==> src/rtl/fan_ctrl_pkg.sv <==
// Shared helpers for the fan controller: width math, PWM prescaler, tach slicing.
package fan_ctrl_pkg;

    localparam int SYNC_STAGES = 2;

    // ceil(log2(v)); 0 for v <= 1
    function automatic int clog2(input longint v);
        longint x;
        int     r;
        x = v - 1;
        r = 0;
        while (x > 0) begin
            r = r + 1;
            x = x >> 1;
        end
        return r;
    endfunction

    // Width needed to hold 0..n-1, never narrower than one bit
    function automatic int bits_for(input longint n);
        return (clog2(n) < 1) ? 1 : clog2(n);
    endfunction

    // Clocks per PWM step; a too-fast PWM request degrades to one clock per step
    function automatic int presc_of(input longint clk_hz, input longint pwm_hz, input int duty_w);
        longint p;
        p = clk_hz / (pwm_hz * ((longint'(1) << duty_w) - 1));
        return (p < 1) ? 1 : int'(p);
    endfunction

    // LSB of channel ch inside the flattened count bus
    function automatic int tach_lo(input int ch, input int cnt_w);
        return ch * cnt_w;
    endfunction

endpackage

==> src/rtl/fan_tach_ch.sv <==
// One tach channel: async input synchroniser, rising-edge detect, saturating counter.
module fan_tach_ch
    import fan_ctrl_pkg::*;
#(
    parameter int CNT_W = 16
) (
    input  logic             clk,
    input  logic             rst_n,
    input  logic             tach,
    input  logic             clr,
    output logic [CNT_W-1:0] cnt
);

    logic [SYNC_STAGES-1:0] sync;
    logic                   prev;
    logic                   rise;

    assign rise = sync[SYNC_STAGES-1] & ~prev;

    // Bring the raw tach pin into the clock domain and keep the last level for edge detect
    always_ff @(posedge clk or negedge rst_n) begin
        if (!rst_n) begin
            sync <= '0;
            prev <= 1'b0;
        end else begin
            sync <= {sync[SYNC_STAGES-2:0], tach};
            prev <= sync[SYNC_STAGES-1];
        end
    end

    // Count edges; at window end restart, keeping an edge that lands on the boundary
    always_ff @(posedge clk or negedge rst_n) begin
        if (!rst_n) begin
            cnt <= '0;
        end else if (clr) begin
            cnt <= rise ? CNT_W'(1) : '0;
        end else if (rise && (cnt != '1)) begin
            cnt <= cnt + CNT_W'(1);
        end
    end

endmodule

==> src/rtl/fan_ctrl_nch.sv <==
// Fan controller: shadowed-duty PWM plus N gated tach counters with sticky stall flags.
module fan_ctrl_nch
    import fan_ctrl_pkg::*;
#(
    parameter int CLK_HZ      = 100_000_000,
    parameter int PWM_HZ      = 25_000,
    parameter int DUTY_W      = 8,
    parameter int N_FAN       = 6,
    parameter int CNT_W       = 16,
    parameter int GATE_CYC    = 100_000_000,
    parameter int STALL_MIN   = 2,
    parameter int GRACE_WIN   = 2,
    parameter int FAILSAFE_EN = 1
) (
    input  logic                   i_sys_aclk,
    input  logic                   i_sys_aresetn,
    input  logic [DUTY_W-1:0]      i_duty,
    input  logic                   i_duty_vld,
    input  logic [N_FAN-1:0]       i_fan_speed,
    input  logic                   i_stall_clr,
    output logic                   o_fan_pwm,
    output logic [N_FAN*CNT_W-1:0] o_tach_cnt,
    output logic                   o_tach_vld,
    output logic [N_FAN-1:0]       o_stall
);

    localparam int PRESC    = presc_of(CLK_HZ, PWM_HZ, DUTY_W);
    localparam int PW       = bits_for(PRESC);
    localparam int STEP_MAX = (1 << DUTY_W) - 2;
    localparam int GW       = bits_for(GATE_CYC);
    localparam int GRW      = bits_for(GRACE_WIN + 1);

    logic [PW-1:0]                presc_cnt;
    logic                         presc_tick;
    logic [DUTY_W-1:0]            step;
    logic                         wrap;
    logic [DUTY_W-1:0]            duty_pend;
    logic [DUTY_W-1:0]            duty_act;
    logic [GW-1:0]                gate_cnt;
    logic                         gate_tc;
    logic [GRW-1:0]               grace;
    logic                         duty_rise;
    logic [N_FAN-1:0]             stall_set;
    logic [N_FAN-1:0][CNT_W-1:0]  cnt_v;

    assign presc_tick = (presc_cnt == PW'(PRESC - 1));
    assign wrap       = presc_tick && (step == DUTY_W'(STEP_MAX));
    assign gate_tc    = (gate_cnt == '0);
    assign duty_rise  = wrap && (duty_act == '0) && (duty_pend != '0);

    genvar g;
    generate
        for (g = 0; g < N_FAN; g++) begin : g_ch
            fan_tach_ch #(.CNT_W(CNT_W)) u_ch (
                .clk   (i_sys_aclk),
                .rst_n (i_sys_aresetn),
                .tach  (i_fan_speed[g]),
                .clr   (gate_tc),
                .cnt   (cnt_v[g])
            );
        end
    endgenerate

    // Prescaler and PWM step counter
    always_ff @(posedge i_sys_aclk or negedge i_sys_aresetn) begin
        if (!i_sys_aresetn) begin
            presc_cnt <= '0;
            step      <= '0;
        end else if (presc_tick) begin
            presc_cnt <= '0;
            step      <= wrap ? '0 : step + DUTY_W'(1);
        end else begin
            presc_cnt <= presc_cnt + PW'(1);
        end
    end

    // Duty shadow: host writes land in pending, active only changes at period wrap
    always_ff @(posedge i_sys_aclk or negedge i_sys_aresetn) begin
        if (!i_sys_aresetn) begin
            duty_pend <= '1;
            duty_act  <= '1;
        end else begin
            if (i_duty_vld) duty_pend <= i_duty;
            if (wrap)       duty_act  <= duty_pend;
        end
    end

    // Measurement gate down-counter
    always_ff @(posedge i_sys_aclk or negedge i_sys_aresetn) begin
        if (!i_sys_aresetn) gate_cnt <= GW'(GATE_CYC - 1);
        else                gate_cnt <= gate_tc ? GW'(GATE_CYC - 1) : gate_cnt - GW'(1);
    end

    // Grace windows: a fan that is just spinning up is not judged yet
    always_ff @(posedge i_sys_aclk or negedge i_sys_aresetn) begin
        if (!i_sys_aresetn)                  grace <= GRW'(GRACE_WIN);
        else if (duty_rise)                  grace <= GRW'(GRACE_WIN);
        else if (gate_tc && (grace != '0))   grace <= grace - GRW'(1);
    end

    // Stall condition per channel at window end
    always_comb begin
        stall_set = '0;
        for (int i = 0; i < N_FAN; i++)
            stall_set[i] = gate_tc && (cnt_v[i] < CNT_W'(STALL_MIN)) &&
                           (duty_act != '0) && (grace == '0);
    end

    // Publish counts, sticky stall flags (a new stall beats a clear), PWM output
    always_ff @(posedge i_sys_aclk or negedge i_sys_aresetn) begin
        if (!i_sys_aresetn) begin
            o_tach_cnt <= '0;
            o_tach_vld <= 1'b0;
            o_stall    <= '0;
            o_fan_pwm  <= 1'b1;
        end else begin
            o_tach_vld <= gate_tc;
            if (gate_tc)
                for (int i = 0; i < N_FAN; i++)
                    o_tach_cnt[tach_lo(i, CNT_W) +: CNT_W] <= cnt_v[i];
            o_stall   <= (o_stall & ~{N_FAN{i_stall_clr}}) | stall_set;
            o_fan_pwm <= (step < duty_act) || ((FAILSAFE_EN != 0) && (|o_stall));
        end
    end

endmodule

==> config.mk <==
export PLATFORM = sky130hd
export DESIGN_NAME = fan_ctrl_nch
export DESIGN_NICKNAME = d
export VERILOG_FILES = /design/src/rtl/fan_ctrl_pkg.sv /design/src/rtl/fan_tach_ch.sv /design/src/rtl/fan_ctrl_nch.sv
export SDC_FILE = /design/constraint.sdc
export NUM_CORES = 1
export LEC_CHECK = 0
export ABC_AREA = 1
export CORE_MARGIN = 5
export CORE_UTILIZATION = 35
export DETAILED_ROUTE_END_ITERATION = 8
export GPL_TIMING_DRIVEN = 0
export PLACE_DENSITY_LB_ADDON = 0.15
export SYNTH_ARGS = -nofsm -noshare
export SYNTH_HDL_FRONTEND = slang
export SYNTH_SLANG_ARGS = --single-unit
==> constraint.sdc <==
create_clock -name i_sys_aclk -period 1.6 [get_ports i_sys_aclk]
set_input_delay 0.24 -clock i_sys_aclk [delete_from_list [all_inputs] [get_ports i_sys_aclk]]
set_output_delay 0.24 -clock i_sys_aclk [all_outputs]
set_load 0.1 [all_outputs]
==> results_tabular.tex, run 1 <==
\begin{tabular}{lr}
\hline
Metric & Value \\
\hline
\multicolumn{2}{l}{\textbf{Status}} \\
Outcome & complete, but fails checks \\
Violations in the final reports & negative setup slack \\
\multicolumn{2}{l}{\textbf{Synth}} \\
Parity-gate share of the synthesized area counting xor and xnor cells & 2.81\% \\
Post-synthesis share of cell area spent on full adders, half adders and majority gates & around 1.6\% \\
Cells after synthesis & 1692 \\
Avg Inst Size Synth & roughly 8.3 um\^{}2 \\
Compound-cell area share of the yosys netlist & between 10 and 15\% \\
Number of enable flip-flop cells after synthesis & 0 \\
Most frequent cells after synthesis & nand2\_1, dfrtp\_1, nand3\_1 \\
Predominant post-synthesis flop cell & dfrtp\_1 \\
Area share of the leading cell type in the synthesized netlist & between 40\% and 50\% \\
Mapped Nets & between 1500 and 2000 \\
Dominant cell by count in the synthesized netlist & nand2\_1 \\
Synthesis-stage register bit count & between 200 and 300 \\
Post-synthesis share of cell area spent on and, or, nand and nor gates & roughly 27\% \\
Main combinational cell family by area after synthesis & simple AND/OR/NAND/NOR gates \\
Cell type contributing the most total cell area after synthesis & dfrtp\_1 \\
Multiplexer fraction of the synthesized cell area & 0\% \\
Synth cell types & 34 \\
Warning count from the yosys run & 0 \\
Top cells by area, synth & dfrtp\_1, nand2\_1, dfstp\_2 \\
Mapped Area & around 14000 um\^{}2 \\
Register area share after synthesis & 49.5\% \\
Async SR Flop Fraction & between 90\% and 100\% \\
\multicolumn{2}{l}{\textbf{Die}} \\
Floorplan die area & $\sim$44000 um\^{}2 \\
Rows & 73 \\
Die Span X & roughly 210 um \\
Initial core utilization & a little over a third \\
Die H & 210 um \\
Core Box Area & about 40000 um\^{}2 \\
Number of ports placed on the die boundary & approximately 120 \\
\multicolumn{2}{l}{\textbf{Clocking}} \\
Clk\_lat worst skew & roughly 580 ps \\
Clk Tree Root Cell & clkbuf\_16 \\
Clock tree from TritonCTS & built \\
Bufs on Longest Clock Path & 3 \\
CTS clock-pin slew for the worst setup and hold paths & $\sim$60 ps \\
Clock net sink count & approximately 280 \\
Number of H-tree levels & 1 \\
Number of CTS-inserted buffers & 31 \\
\multicolumn{2}{l}{\textbf{STA}} \\
Unrepaired setup endpoints after global routing & true \\
Clock tree skew after final layout & 30.3 ps \\
Post-route worst setup slack & -174 ps \\
Crit path time final & $\sim$1800 ps \\
Transition time of the tightest slew-check pin & between 600 and 700 ps \\
Finish-stage setup viols & between 200 and 250 \\
Fin. Hold Viols & 0 \\
Peak Freq & approximately 560 MHz \\
Post-route setup TNS & -21860 ps \\
Ratio of final minimum period to clock period & 111\% \\
Relative slew margins & 56.6\% \\
Number of max-slew violations in the final report & 0 \\
\multicolumn{2}{l}{\textbf{Routing}} \\
Vias after detailed routing & around 12000 \\
Final ANT Viol Nets & 0 \\
Number of remaining DRC errors & 0 \\
1st-iter DRT viols & 731 \\
Detailed-route wire length per cell & about 18 um \\
Detailed-routing iteration count for the pre-antenna-repair pass & 5 \\
Detailed-route wire length & around 43000 um \\
Vias/cell & $\sim$5.0 \\
\multicolumn{2}{l}{\textbf{Cells and area}} \\
Final standard cell utilization of the core & between 40\% and 50\% \\
Net count reported at finish & slightly below 2000 \\
Proportion of layout cells with a drive suffix above 1 & roughly a third \\
Register Area & roughly 7000 um\^{}2 \\
Ant diodes & 0 \\
Filler cell count in the final layout & roughly 3900 \\
Multi-input combinational cell area & just over 7000 um\^{}2 \\
Area added between synthesis and finish & 34.8\% \\
\multicolumn{2}{l}{\textbf{Power and ir drop}} \\
Leakage power summed over all cells & 8.44 nW \\
Switching part of the total power & around 27\% \\
Power density cells & about 880 nW/um\^{}2 \\
Clk pwr share & about two fifths \\
Internal power of the cells & 0.0120 W \\
Net Switching & between 0.004 and 0.005 W \\
Highest ir drop seen on vdd & approximately 0.9 mV \\
Seq pwr share & a little under half \\
Combinational share of power & between 10\% and 20\% \\
\multicolumn{2}{l}{\textbf{Hold path}} \\
Path type of the worst min-delay path & in -> reg \\
Hold Path Depth & 1 \\
Hold worst-path end & g\_ch[2].u\_ch.sync[0]\$\_DFF\_PN0\_ \\
Worst min-delay path startpoint & i\_fan\_speed[2] \\
\multicolumn{2}{l}{\textbf{Worst setup path}} \\
Data arrival at the endpoint of the critical path & $\sim$2300 ps \\
Crit Path Category & reg -> reg \\
Required time at the worst-slack endpoint & 2090 ps \\
Cell depth of the worst flop-to-flop path & 12 \\
Kind of end point of the critical path & flop \\
Setup crit start kind & flop \\
R2R Path End & o\_tach\_cnt[26]\$\_DFFE\_PN0P\_ \\
Crit-path max FO & 10 \\
Beginning of the worst register-to-register path & gate\_cnt[0]\$\_DFF\_PN1\_ \\
Reg-to-reg slack, setup & -170 ps \\
\multicolumn{2}{l}{\textbf{Place}} \\
Total of buffers placed on input and output ports & 121 \\
Sum of net half-perimeters after detailed placement & just under 30000 um \\
Final weighted congestion in routability-driven placement & 0.901 \\
\multicolumn{2}{l}{\textbf{Global route}} \\
Maximum number of pins on one net before global-route repair & about 120 \\
Total grt overflow & 0 \\
All-layer global routing usage & between 10\% and 20\% \\
Via count of the first global-routing pass & about 12000 \\
Antenna violations before repair & 0 \\
Global-route wire length before repair & $\sim$67000 um \\
\multicolumn{2}{l}{\textbf{Flow run}} \\
Count of max-cap constraint violations & 0 \\
\hline
\end{tabular}
[worst max path at each step]
stage | cells after the start | startpoint | to | slack [ps]
after floorplan | 12 | gate_cnt[0]$_DFF_PN1_ | o_tach_cnt[36]$_DFFE_PN0P_ | -30
after detailed placement | 11 | gate_cnt[0]$_DFF_PN1_ | g_ch[0].u_ch.cnt[0]$_DFFE_PN0P_ | -650
after global routing | 12 | gate_cnt[1]$_DFF_PN1_ | o_tach_cnt[78]$_DFFE_PN0P_ | -240
final | 12 | gate_cnt[0]$_DFF_PN1_ | o_tach_cnt[26]$_DFFE_PN0P_ | -170
after CTS | 12 | gate_cnt[0]$_DFF_PN1_ | g_ch[0].u_ch.cnt[15]$_DFFE_PN0P_ | -190
after global placement | 1 | i_sys_aresetn | presc_cnt[1]$_DFF_PN0_ | -12250
[sequential cells by signal, indices dropped and copies added (netlist names)]
signal and cells:
duty_act 8, duty_pend 8, g_ch.u_ch.cnt 96, g_ch.u_ch.prev 6, g_ch.u_ch.sync 12, gate_cnt 27
grace 2, o_fan_pwm 1, o_stall 6, o_tach_cnt 96, o_tach_vld 1, presc_cnt 4
step 8
[final cells by class]
class / instances / share of cell area [%]
Buffer: 50 / 3.99
Inverter: 178 / 3.57
Sequential cell: 275 / 36.8
Tap cell: 525 / 3.48
Clock inverter: 9 / 0.371
Timing Repair Buffer: 198 / 9.75
Multi-Input combinational cell: 1189 / 37.4
Clock buffer: 46 / 4.67
[cell usage in the layout (no fill, tap or decap), types with 10 or more instances in the layout]
| cell type | Yosys | final |
|---|---|---|
| dfstp_2 | 37 | 37 |
| nor2_2 | 8 | 24 |
| buf_4 | 2 | 154 |
| nand2_1 | 407 | 354 |
| nand3_2 | 6 | 69 |
| buf_6 | 26 | 19 |
| nor2_1 | 175 | 146 |
| xor2_1 | 45 | 45 |
| a21oi_1 | 19 | 19 |
| inv_1 | 172 | 166 |
| buf_8 | 0 | 13 |
| o21ai_0 | 46 | 43 |
| clkbuf_1 | 4 | 11 |
| clkdlybuf4s50_1 | 0 | 16 |
| dfrtp_1 | 238 | 231 |
| nand4_1 | 64 | 64 |
| nand2_4 | 1 | 17 |
| nand3_1 | 180 | 106 |
| nor2_4 | 3 | 16 |
| nor3_1 | 11 | 10 |
| o21ai_2 | 66 | 86 |
| nand3_4 | 0 | 11 |
| buf_12 | 0 | 20 |
| o21ai_1 | 109 | 88 |
| nand2_2 | 1 | 37 |
| clkbuf_16 | 0 | 41 |
| inv_2 | 6 | 10 |
[critical path, stage by stage (launching register included)]
cell and delay [ps]:
dfstp_2 540, inv_2 50, ha_4 150, inv_2 40, nor2_2 30, nand3_2 70
nor2_4 40, nand3_4 110, buf_12 180, clkbuf_16 180, buf_6 160, nand2_1 60
o21ai_1 70
[power by group through the flow]
| stage | Clock [W] | Combinational, W | Sequential [W] |
|---|---|---|---|
| CTS | 0.00701 | 0.00173 | 0.00763 |
| floorplan | 0 | 0.00105 | 0.00767 |
| finish | 0.00683 | 0.00211 | 0.00762 |
| detailed placement | 0 | 0.00157 | 0.00775 |
| global route | 0.00727 | 0.00235 | 0.00766 |
| global placement | 0 | 0.00154 | 0.00776 |
[cell families after synthesis]
logic type	Yosys count
flops	275
fa+ha+maj	18
buf+inv	228
compound gates	258
simple gates	868
xor+xnor	45
[routing by layer]
layer / vias to the layer above / routed length (um) / track usage, %
met5: - / 0 / 0
met4: 0 / 1120 / 4.77
met3: 60 / 2100 / 3.08
met2: 270 / 20900 / 30.9
met1: 6064 / 19400 / 25.6
li1: 6040 / - / -
[stage by stage]
step	total power, W	area (um^2)	worst slack (ps)	hold WS [ps]	std cells
2_1_floorplan	0.00871	14000	-26.3	-55.6	1692
3_3_place_gp	0.00929	15900	-12250	336	2338
3_5_place_dp	0.00932	16000	-651	170	2340
4_1_cts	0.0164	17400	-191	84.4	2421
5_1_grt	0.0173	18900	-235	92.8	2470
6_report	0.0166	18900	-174	110	2470
[repair_timing]
action	4_1_cts	5_1_grt
pin swaps	13	20
hold buffers	2	0
cloned	8	9
setup buffers	16	41
endpoints found under the setup margin	337	248
endpoints found under the hold margin	47	0
gates resized for setup	753	244
(Power assumes the default switching activity.)
==> run 2: changes to the inputs <==
- CAP_MARGIN: default -> 20
- DONT_BUFFER_PORTS: default -> 1
==> run 2 against run 1 <==
  * The flow finishes with violations (negative hold slack, negative setup slack)
  * Die area did not move
  * Critical path depth did not move
  * Non-clock buffer count fell by 129
  * First-iteration DRC count rose by 11%
  * Final cell count fell by 4.9%
  * Wire length fell by 2.0%
  * Critical path type unchanged
==> results_tabular.tex, run 2 (synthesized netlist as in run 1, its figures left out) <==
\begin{tabular}{lr}
\hline
Metric & Value \\
\hline
\multicolumn{2}{l}{\textbf{Status}} \\
Outcome & complete, but fails checks \\
Violations in the final reports & negative hold slack, negative setup slack \\
\multicolumn{2}{l}{\textbf{Routing}} \\
Detailed-routing iteration count for the pre-antenna-repair pass & 5 (unchanged) \\
Final ANT Viol Nets & 0 (unchanged) \\
Detailed-route wire length & 42600 um (-2.0\%) \\
Vias after detailed routing & 11881 (-4.4\%) \\
1st-iter DRT viols & 810 (+11\%) \\
Detailed-route wire length per cell & 18.1 um (+3.1\%) \\
Vias/cell & 5.06 (+0.52\%) \\
Number of remaining DRC errors & 0 (unchanged) \\
\multicolumn{2}{l}{\textbf{Clocking}} \\
Clock tree from TritonCTS & built \\
Number of CTS-inserted buffers & 34 (+9.7\%) \\
Number of H-tree levels & 2 (+1) \\
Clock net sink count & 275 (unchanged) \\
Clk Tree Root Cell & clkbuf\_16 \\
CTS clock-pin slew for the worst setup and hold paths & 60 ps (about the same) \\
Clk\_lat worst skew & 540 ps (-40 ps) \\
Bufs on Longest Clock Path & 3 (unchanged) \\
Hold-fix buffers, CTS & 16 (+14) \\
\multicolumn{2}{l}{\textbf{Worst setup path}} \\
Largest incremental delay on the critical path & 370 ps (-170 ps) \\
Source of the critical timing path & gate\_cnt[0]\$\_DFF\_PN1\_ \\
Beginning of the worst register-to-register path & gate\_cnt[0]\$\_DFF\_PN1\_ \\
Required time at the worst-slack endpoint & 2020 ps (-70 ps) \\
Buf+Inv Stages, Crit Path & 5 (unchanged) \\
Reg-to-reg slack, setup & -220 ps (-40 ps) \\
Master of the slowest instance on the critical path & dfstp\_2 \\
Kind of end point of the critical path & flop \\
Cell family contributing the most delay on the critical path & buffers and inverters \\
Crit Path Category & reg -> reg \\
Setup crit start kind & flop \\
Data arrival at the endpoint of the critical path & 2240 ps (-20 ps) \\
Series of cell instances along the critical path & inv\_2 -> ha\_4 -> inv\_2 -> nor2\_2 -> nand3\_1 -> nor2\_2 -> nand3\_4 -> buf\_12 -> clkbuf\_16 -> clkbuf\_16 -> nand2\_1 -> o21ai\_2 \\
Crit-path max FO & 9 (-1) \\
\multicolumn{2}{l}{\textbf{STA}} \\
Crit path time final & 1820 ps (+43.6 ps) \\
Fin. Hold Viols & 275 (+275) \\
Peak Freq & 550 MHz (-2.4\%) \\
Transition time of the tightest slew-check pin & 943 ps (+297 ps) \\
Number of max-slew violations in the final report & 0 (unchanged) \\
Clock tree skew after final layout & 31.0 ps (+0.719 ps) \\
Post-route worst setup slack & -218 ps (-43.6 ps) \\
Ratio of final minimum period to clock period & 114\% (+2.7 points) \\
Unrepaired setup endpoints after global routing & true \\
Finish-stage setup viols & 291 (+38\%) \\
Relative slew margins & 37.1\% (-19 points) \\
WHS & -601 ps (-710 ps) \\
\multicolumn{2}{l}{\textbf{Global route}} \\
Via count of the first global-routing pass & 11891 (-2.5\%) \\
Met3 global-route usage & 3.66\% (+0.58 points) \\
All-layer global routing usage & 18.7\% (+0.10 points) \\
Layer with the highest usage after global routing & met2 \\
Total grt overflow & 0 (unchanged) \\
Global-route wire length before repair & 66400 um (-1.0\%) \\
GRT met2 Usage & 30.9\% (about the same) \\
Met1 layer usage reported by global route & 25.3\% (-0.34 points) \\
Antenna violations before repair & 0 (unchanged) \\
Maximum number of pins on one net before global-route repair & 276 (+140\%) \\
\multicolumn{2}{l}{\textbf{Die}} \\
Die Span X & 210 um (unchanged) \\
Core Box Area & 39600 um\^{}2 (unchanged) \\
Initial core utilization & 35.3\% (unchanged) \\
Floorplan die area & 44100 um\^{}2 (unchanged) \\
Number of ports placed on the die boundary & 122 (unchanged) \\
Die H & 210 um (unchanged) \\
Rows & 73 (unchanged) \\
\multicolumn{2}{l}{\textbf{Cells and area}} \\
Regs by FF count & g\_ch.u\_ch.cnt (96), o\_tach\_cnt (96), gate\_cnt (27) \\
Post-layout instance area & 17600 um\^{}2 (-7.0\%) \\
Most frequent cells in the layout & nand2\_1, dfrtp\_1, inv\_1, nand3\_1, nor2\_1 \\
Final standard cell utilization of the core & 44.3\% (-3.3 points) \\
Most common cell after layout, fill and taps aside & nand2\_1 \\
Area added between synthesis and finish & 25.3\% \\
Proportion of layout cells with a drive suffix above 1 & 24.0\% (-7.7 points) \\
Net count reported at finish & 1833 (-6.4\%) \\
Ant diodes & 0 (unchanged) \\
\multicolumn{2}{l}{\textbf{Flow run}} \\
Count of max-cap constraint violations & 0 (unchanged) \\
\multicolumn{2}{l}{\textbf{Place}} \\
Placed Area & 14700 um\^{}2 (-8.0\%) \\
Pre-CTS setup slack & -549 ps (+102 ps) \\
Total of buffers placed on input and output ports & 0 (-100\%) \\
Final weighted congestion in routability-driven placement & 0.897 (-0.41\%) \\
Sum of net half-perimeters after detailed placement & 28900 um (-2.1\%) \\
\multicolumn{2}{l}{\textbf{Power and ir drop}} \\
Leakage power summed over all cells & 7.66 nW (-9.2\%) \\
Highest ir drop seen on vdd & 0.672 mV (-24\%) \\
Power density cells & 1000 nW/um\^{}2 (+14\%) \\
\multicolumn{2}{l}{\textbf{Hold path}} \\
Path type of the worst min-delay path & in -> async \\
\hline
\end{tabular}
==> run 2: cell types whose count changed in the layout (fill, tap and decap cells not counted), moves of 10 or more <==
| cell | before | now |
|---|---|---|
| buf_4 | 154 | 39 |
| buf_6 | 19 | 30 |
| clkdlybuf4s50_1 | 16 | 0 |
| dfrtp_1 | 231 | 205 |
| dfrtp_2 | 7 | 33 |
| dlygate4sd3_1 | 1 | 16 |
| nand2_1 | 354 | 371 |
| nand2_4 | 17 | 7 |
| nand3_1 | 106 | 161 |
| nand3_2 | 69 | 24 |
| nand3_4 | 11 | 1 |
==> run 2: final timing paths <==
check | to | depth (start not counted)
setup / recovery | o_tach_cnt[42]$_DFFE_PN0P_ | 12
hold reg to reg | g_ch[3].u_ch.sync[1]$_DFF_PN0_ | 0
hold / removal | g_ch[4].u_ch.prev$_DFF_PN0_ | 0
setup reg to reg | o_tach_cnt[42]$_DFFE_PN0P_ | 12
min in group i_sys_aclk | duty_pend[5]$_DFFE_PN1P_ | 3
max in group asynchronous | duty_act[0]$_DFFE_PN1N_ | 0
==> run 2: cell type report <==
type	count	area [um^2]
fillers	3971	22100
clock inverters	10	156
clock buffers	52	1030
well taps	525	657
multi-input cells	1189	6590
inverters	178	679
repair buffers	69	806
flip-flops and latches	275	6970
plain buffers	50	663
==> run 2: worst register-to-register path: stages (launching register included) <==
cell	delay, ps
dfstp_2	370
inv_2	70
ha_4	150
inv_2	30
nor2_2	80
nand3_1	80
nor2_2	140
nand3_4	130
buf_12	180
clkbuf_16	190
clkbuf_16	170
nand2_1	70
o21ai_2	60
==> run 2: routing by layer <==
layer | routed length, um | part of all wire [%]
met4 | 1200 | 2.8
met5 | 0 | 0
met3 | 2280 | 5.3
met1 | 19100 | 45
met2 | 20000 | 47
==> run 2: timing repair <==
| item | 4_1_cts | 5_1_grt |
|---|---|---|
| resized for setup | 189 | 84 |
| cloned | 7 | 12 |
| endpoints found under the setup margin | 337 | 321 |
| buffers inserted | 21 | 14 |
| hold endpoints to repair | 295 | 275 |
| pin swaps | 20 | 11 |
==> run 2: power breakdown <==
part	leakage [nW]	total, W	switching (W)	internal [W]
clock	0.580	0.00819	0.00309	0.00510
combinational	3.51	0.00181	0.00109	0.000714
sequential	3.57	0.00761	0.000327	0.00729
total	7.66	0.0176	0.00451	0.0131
==> run 2: through the flow <==
stage | TNS [ps] | instances | total power (W)
floorplan | -2240 | 1692 | 0.00871
global placement | -71330 | 2217 | 0.00910
detailed placement | -76170 | 2217 | 0.00914
CTS | -48990 | 2323 | 0.0177
global route | -59490 | 2348 | 0.0184
finish | -38730 | 2348 | 0.0176
==> run 3: changes to the inputs <==
==> constraint.sdc (replaced) <==
create_clock -name i_sys_aclk -period 1.6 [get_ports i_sys_aclk]
set_input_delay 0.24 -clock i_sys_aclk [delete_from_list [all_inputs] [get_ports i_sys_aclk]]
set_output_delay 0.24 -clock i_sys_aclk [all_outputs]
set_load 0.02 [all_outputs]
==> run 3 against run 2 <==
  * The flow still finishes with violations (negative hold slack, negative setup slack)
  * Die area is the same
  * Final area grew 7.4%
  * Sequential share of layout area shrank 2.9 points
  * Register-to-register slack lost 40 ps
  * Maximum frequency shrank 2.3%
  * First-iteration DRC count shrank 9.1%
  * Critical endpoint is now o_tach_cnt[60]$_DFFE_PN0P_
  * Largest cell class is now multi-input gates
==> results_tabular.tex, run 3 (synthesized netlist as in run 1, its figures left out) <==
\begin{tabular}{lr}
\hline
Metric & Value \\
\hline
\multicolumn{2}{l}{\textbf{Status}} \\
Outcome & complete, but fails checks \\
Violations in the final reports & negative hold slack, negative setup slack \\
\multicolumn{2}{l}{\textbf{Clocking}} \\
Number of H-tree levels & 2 (unchanged) \\
CTS clock-pin slew for the worst setup and hold paths & 60 ps (about the same) \\
Number of CTS-inserted buffers & 35 (+2.9\%) \\
Clk Tree Root Cell & clkbuf\_16 \\
Clk\_lat worst skew & 550 ps (about the same) \\
Clock net sink count & 275 (unchanged) \\
Bufs on Longest Clock Path & 3 (unchanged) \\
Hold-fix buffers, CTS & 16 (unchanged) \\
Clock tree from TritonCTS & built \\
\multicolumn{2}{l}{\textbf{Power and ir drop}} \\
Seq pwr share & 43.4\% (+0.2 points) \\
Net Switching & 0.00462 W (+2.4\%) \\
Leakage power summed over all cells & 8.15 nW (+6.4\%) \\
Highest ir drop seen on vdd & 0.586 mV (-13\%) \\
Combinational share of power & 11.0\% (+0.7 points) \\
Switching part of the total power & 26.4\% (+0.77 points) \\
Internal power of the cells & 0.0129 W (-1.6\%) \\
Power density cells & 929 nW/um\^{}2 (-7.4\%) \\
Clk pwr share & 45.6\% (-0.9 points) \\
\multicolumn{2}{l}{\textbf{STA}} \\
Finish-stage setup viols & 217 (-25\%) \\
Clock tree skew after final layout & 19.6 ps (-11.4 ps) \\
Crit path time final & 1860 ps (+42.4 ps) \\
Post-route setup TNS & -42850 ps (-4130 ps) \\
Post-route worst setup slack & -261 ps (-42.4 ps) \\
Fin. Hold Viols & 275 (unchanged) \\
WHS & -599 ps (+1.52 ps) \\
Number of max-slew violations in the final report & 0 (unchanged) \\
Relative slew margins & 57.0\% (+20 points) \\
Unrepaired setup endpoints after global routing & true \\
Ratio of final minimum period to clock period & 116\% (+2.7 points) \\
Transition time of the tightest slew-check pin & 643 ps (-300 ps) \\
Peak Freq & 537 MHz (-2.3\%) \\
\multicolumn{2}{l}{\textbf{Routing}} \\
Final ANT Viol Nets & 0 (unchanged) \\
1st-iter DRT viols & 736 (-9.1\%) \\
Vias/cell & 5.11 (+1.1\%) \\
Number of remaining DRC errors & 0 (unchanged) \\
Vias after detailed routing & 12168 (+2.4\%) \\
Detailed-routing iteration count for the pre-antenna-repair pass & 5 (unchanged) \\
Detailed-route wire length per cell & 18.7 um (+2.9\%) \\
Detailed-route wire length & 44400 um (+4.2\%) \\
\multicolumn{2}{l}{\textbf{Worst setup path}} \\
Crit-path max FO & 10 (+1) \\
Largest incremental delay on the critical path & 370 ps (about the same) \\
Source of the critical timing path & gate\_cnt[0]\$\_DFF\_PN1\_ \\
Kind of end point of the critical path & flop \\
Series of cell instances along the critical path & inv\_2 -> ha\_4 -> inv\_2 -> nor2\_1 -> nand3\_1 -> nor2\_2 -> nand3\_4 -> buf\_12 -> buf\_16 -> buf\_12 -> nand2\_1 -> o21ai\_2 \\
Crit Path Category & reg -> reg \\
Required time at the worst-slack endpoint & 2020 ps (about the same) \\
Beginning of the worst register-to-register path & gate\_cnt[0]\$\_DFF\_PN1\_ \\
Data arrival at the endpoint of the critical path & 2280 ps (+40 ps) \\
Setup crit start kind & flop \\
Master of the slowest instance on the critical path & dfstp\_2 \\
\multicolumn{2}{l}{\textbf{Global route}} \\
All-layer global routing usage & 19.4\% (+0.70 points) \\
Via count of the first global-routing pass & 12066 (+1.5\%) \\
Antenna violations before repair & 0 (unchanged) \\
Maximum number of pins on one net before global-route repair & 276 (unchanged) \\
Global-route wire length before repair & 68300 um (+2.8\%) \\
Total grt overflow & 0 (unchanged) \\
\multicolumn{2}{l}{\textbf{Cells and area}} \\
Area added between synthesis and finish & 34.7\% \\
Proportion of layout cells with a drive suffix above 1 & 31.2\% (+7.3 points) \\
Most frequent cells in the layout & nand2\_1, dfrtp\_1, inv\_1, nor2\_1, nand3\_1 \\
Regs by FF count & g\_ch.u\_ch.cnt (96), o\_tach\_cnt (96), gate\_cnt (27) \\
Post-layout instance area & 18900 um\^{}2 (+7.4\%) \\
Net count reported at finish & 1869 (+2.0\%) \\
Ant diodes & 0 (unchanged) \\
Most common cell after layout, fill and taps aside & nand2\_1 \\
\multicolumn{2}{l}{\textbf{Place}} \\
Sum of net half-perimeters after detailed placement & 28900 um (about the same) \\
Final weighted congestion in routability-driven placement & 0.899 (+0.26\%) \\
Placed Area & 14700 um\^{}2 (about the same) \\
Total of buffers placed on input and output ports & 0 (unchanged) \\
Pre-CTS setup slack & -445 ps (+104 ps) \\
\multicolumn{2}{l}{\textbf{Die}} \\
Initial core utilization & 35.3\% (unchanged) \\
Rows & 73 (unchanged) \\
Floorplan die area & 44100 um\^{}2 (unchanged) \\
Die Span X & 210 um (unchanged) \\
Number of ports placed on the die boundary & 122 (unchanged) \\
Core Box Area & 39600 um\^{}2 (unchanged) \\
Die H & 210 um (unchanged) \\
\multicolumn{2}{l}{\textbf{Hold path}} \\
Path type of the worst min-delay path & in -> async \\
\multicolumn{2}{l}{\textbf{Flow run}} \\
Count of max-cap constraint violations & 0 (unchanged) \\
\hline
\end{tabular}
run 3: cell types whose count changed in the layout (fill, tap and decap cells not counted), sizes merged:
cell	delta
buf	+35
clkbuf	-5
clkinv	-3
clkinvlp	+1
inv	+3
run 3: metrics by stage:
stage	total power, W	util, %	std cells
global route	0.0183	47.6	2379
floorplan	0.00871	-	1692
global placement	0.00910	37.1	2217
finish	0.0175	47.6	2379
detailed placement	0.00913	37.1	2217
CTS	0.0175	44.4	2353
run 3: worst max-delay path, delay by kind of cell, from the launching register on:
| kind | cells | cell delay [ps] |
|---|---|---|
| DFF | 1 | 370 |
| adders and majority gates | 1 | 140 |
| buffers and inverters | 5 | 610 |
| AOI/OAI and AO/OA | 1 | 50 |
| and+or+nand+nor | 5 | 530 |
run 3: path summary, 6_finish.rpt:
kind | slack [ps] | to | cells after the start
worst min register to register | 350 | g_ch[3].u_ch.sync[1]$_DFF_PN0_ | 0
worst max register to register | -260 | o_tach_cnt[60]$_DFFE_PN0P_ | 12
worst min-delay path | -600 | g_ch[4].u_ch.prev$_DFF_PN0_ | 0
max in group asynchronous | 1780 | g_ch[2].u_ch.cnt[0]$_DFFE_PN0P_ | 0
min in group i_sys_aclk | 40 | duty_pend[5]$_DFFE_PN1P_ | 3
worst max-delay path | -260 | o_tach_cnt[60]$_DFFE_PN0P_ | 12
run 3: power by group through the flow:
stage	Sequential, W	Clock (W)	Combinational [W]
after CTS	0.00761	0.00819	0.00169
after detailed placement	0.00775	0	0.00137
after floorplan	0.00767	0	0.00105
final	0.00761	0.00798	0.00193
after global routing	0.00765	0.00847	0.00213
after global placement	0.00775	0	0.00135
run 3: what timing repair did:
item                                    CTS  global route
endpoints found under the hold margin   295           275
resized for setup                       248           238
cloned                                   18             9
pin swaps                                24            33
setup buffers                            44            26
endpoints found under the setup margin  232           242
run 3: cell type report:
class                      count  area (um^2)
fill                        3802        20800
multi-input combinational   1189         7340
sequential                   275         6940
timing repair buffer         105         1340
clock buffer                  47          961
buffer                        49          767
inverter                     178          687
tap                          525          657
clock inverter                11          171
run 3: layer usage:
layer	part of all wire, %	routed length (um)	track usage, %	vias up
met1	44	19500	25.5	5956
met4	2.7	1180	7.20	0
met2	48	21400	31.8	278
met3	5.3	2330	4.15	66
li1	-	-	-	5868
met5	0	0	0	-
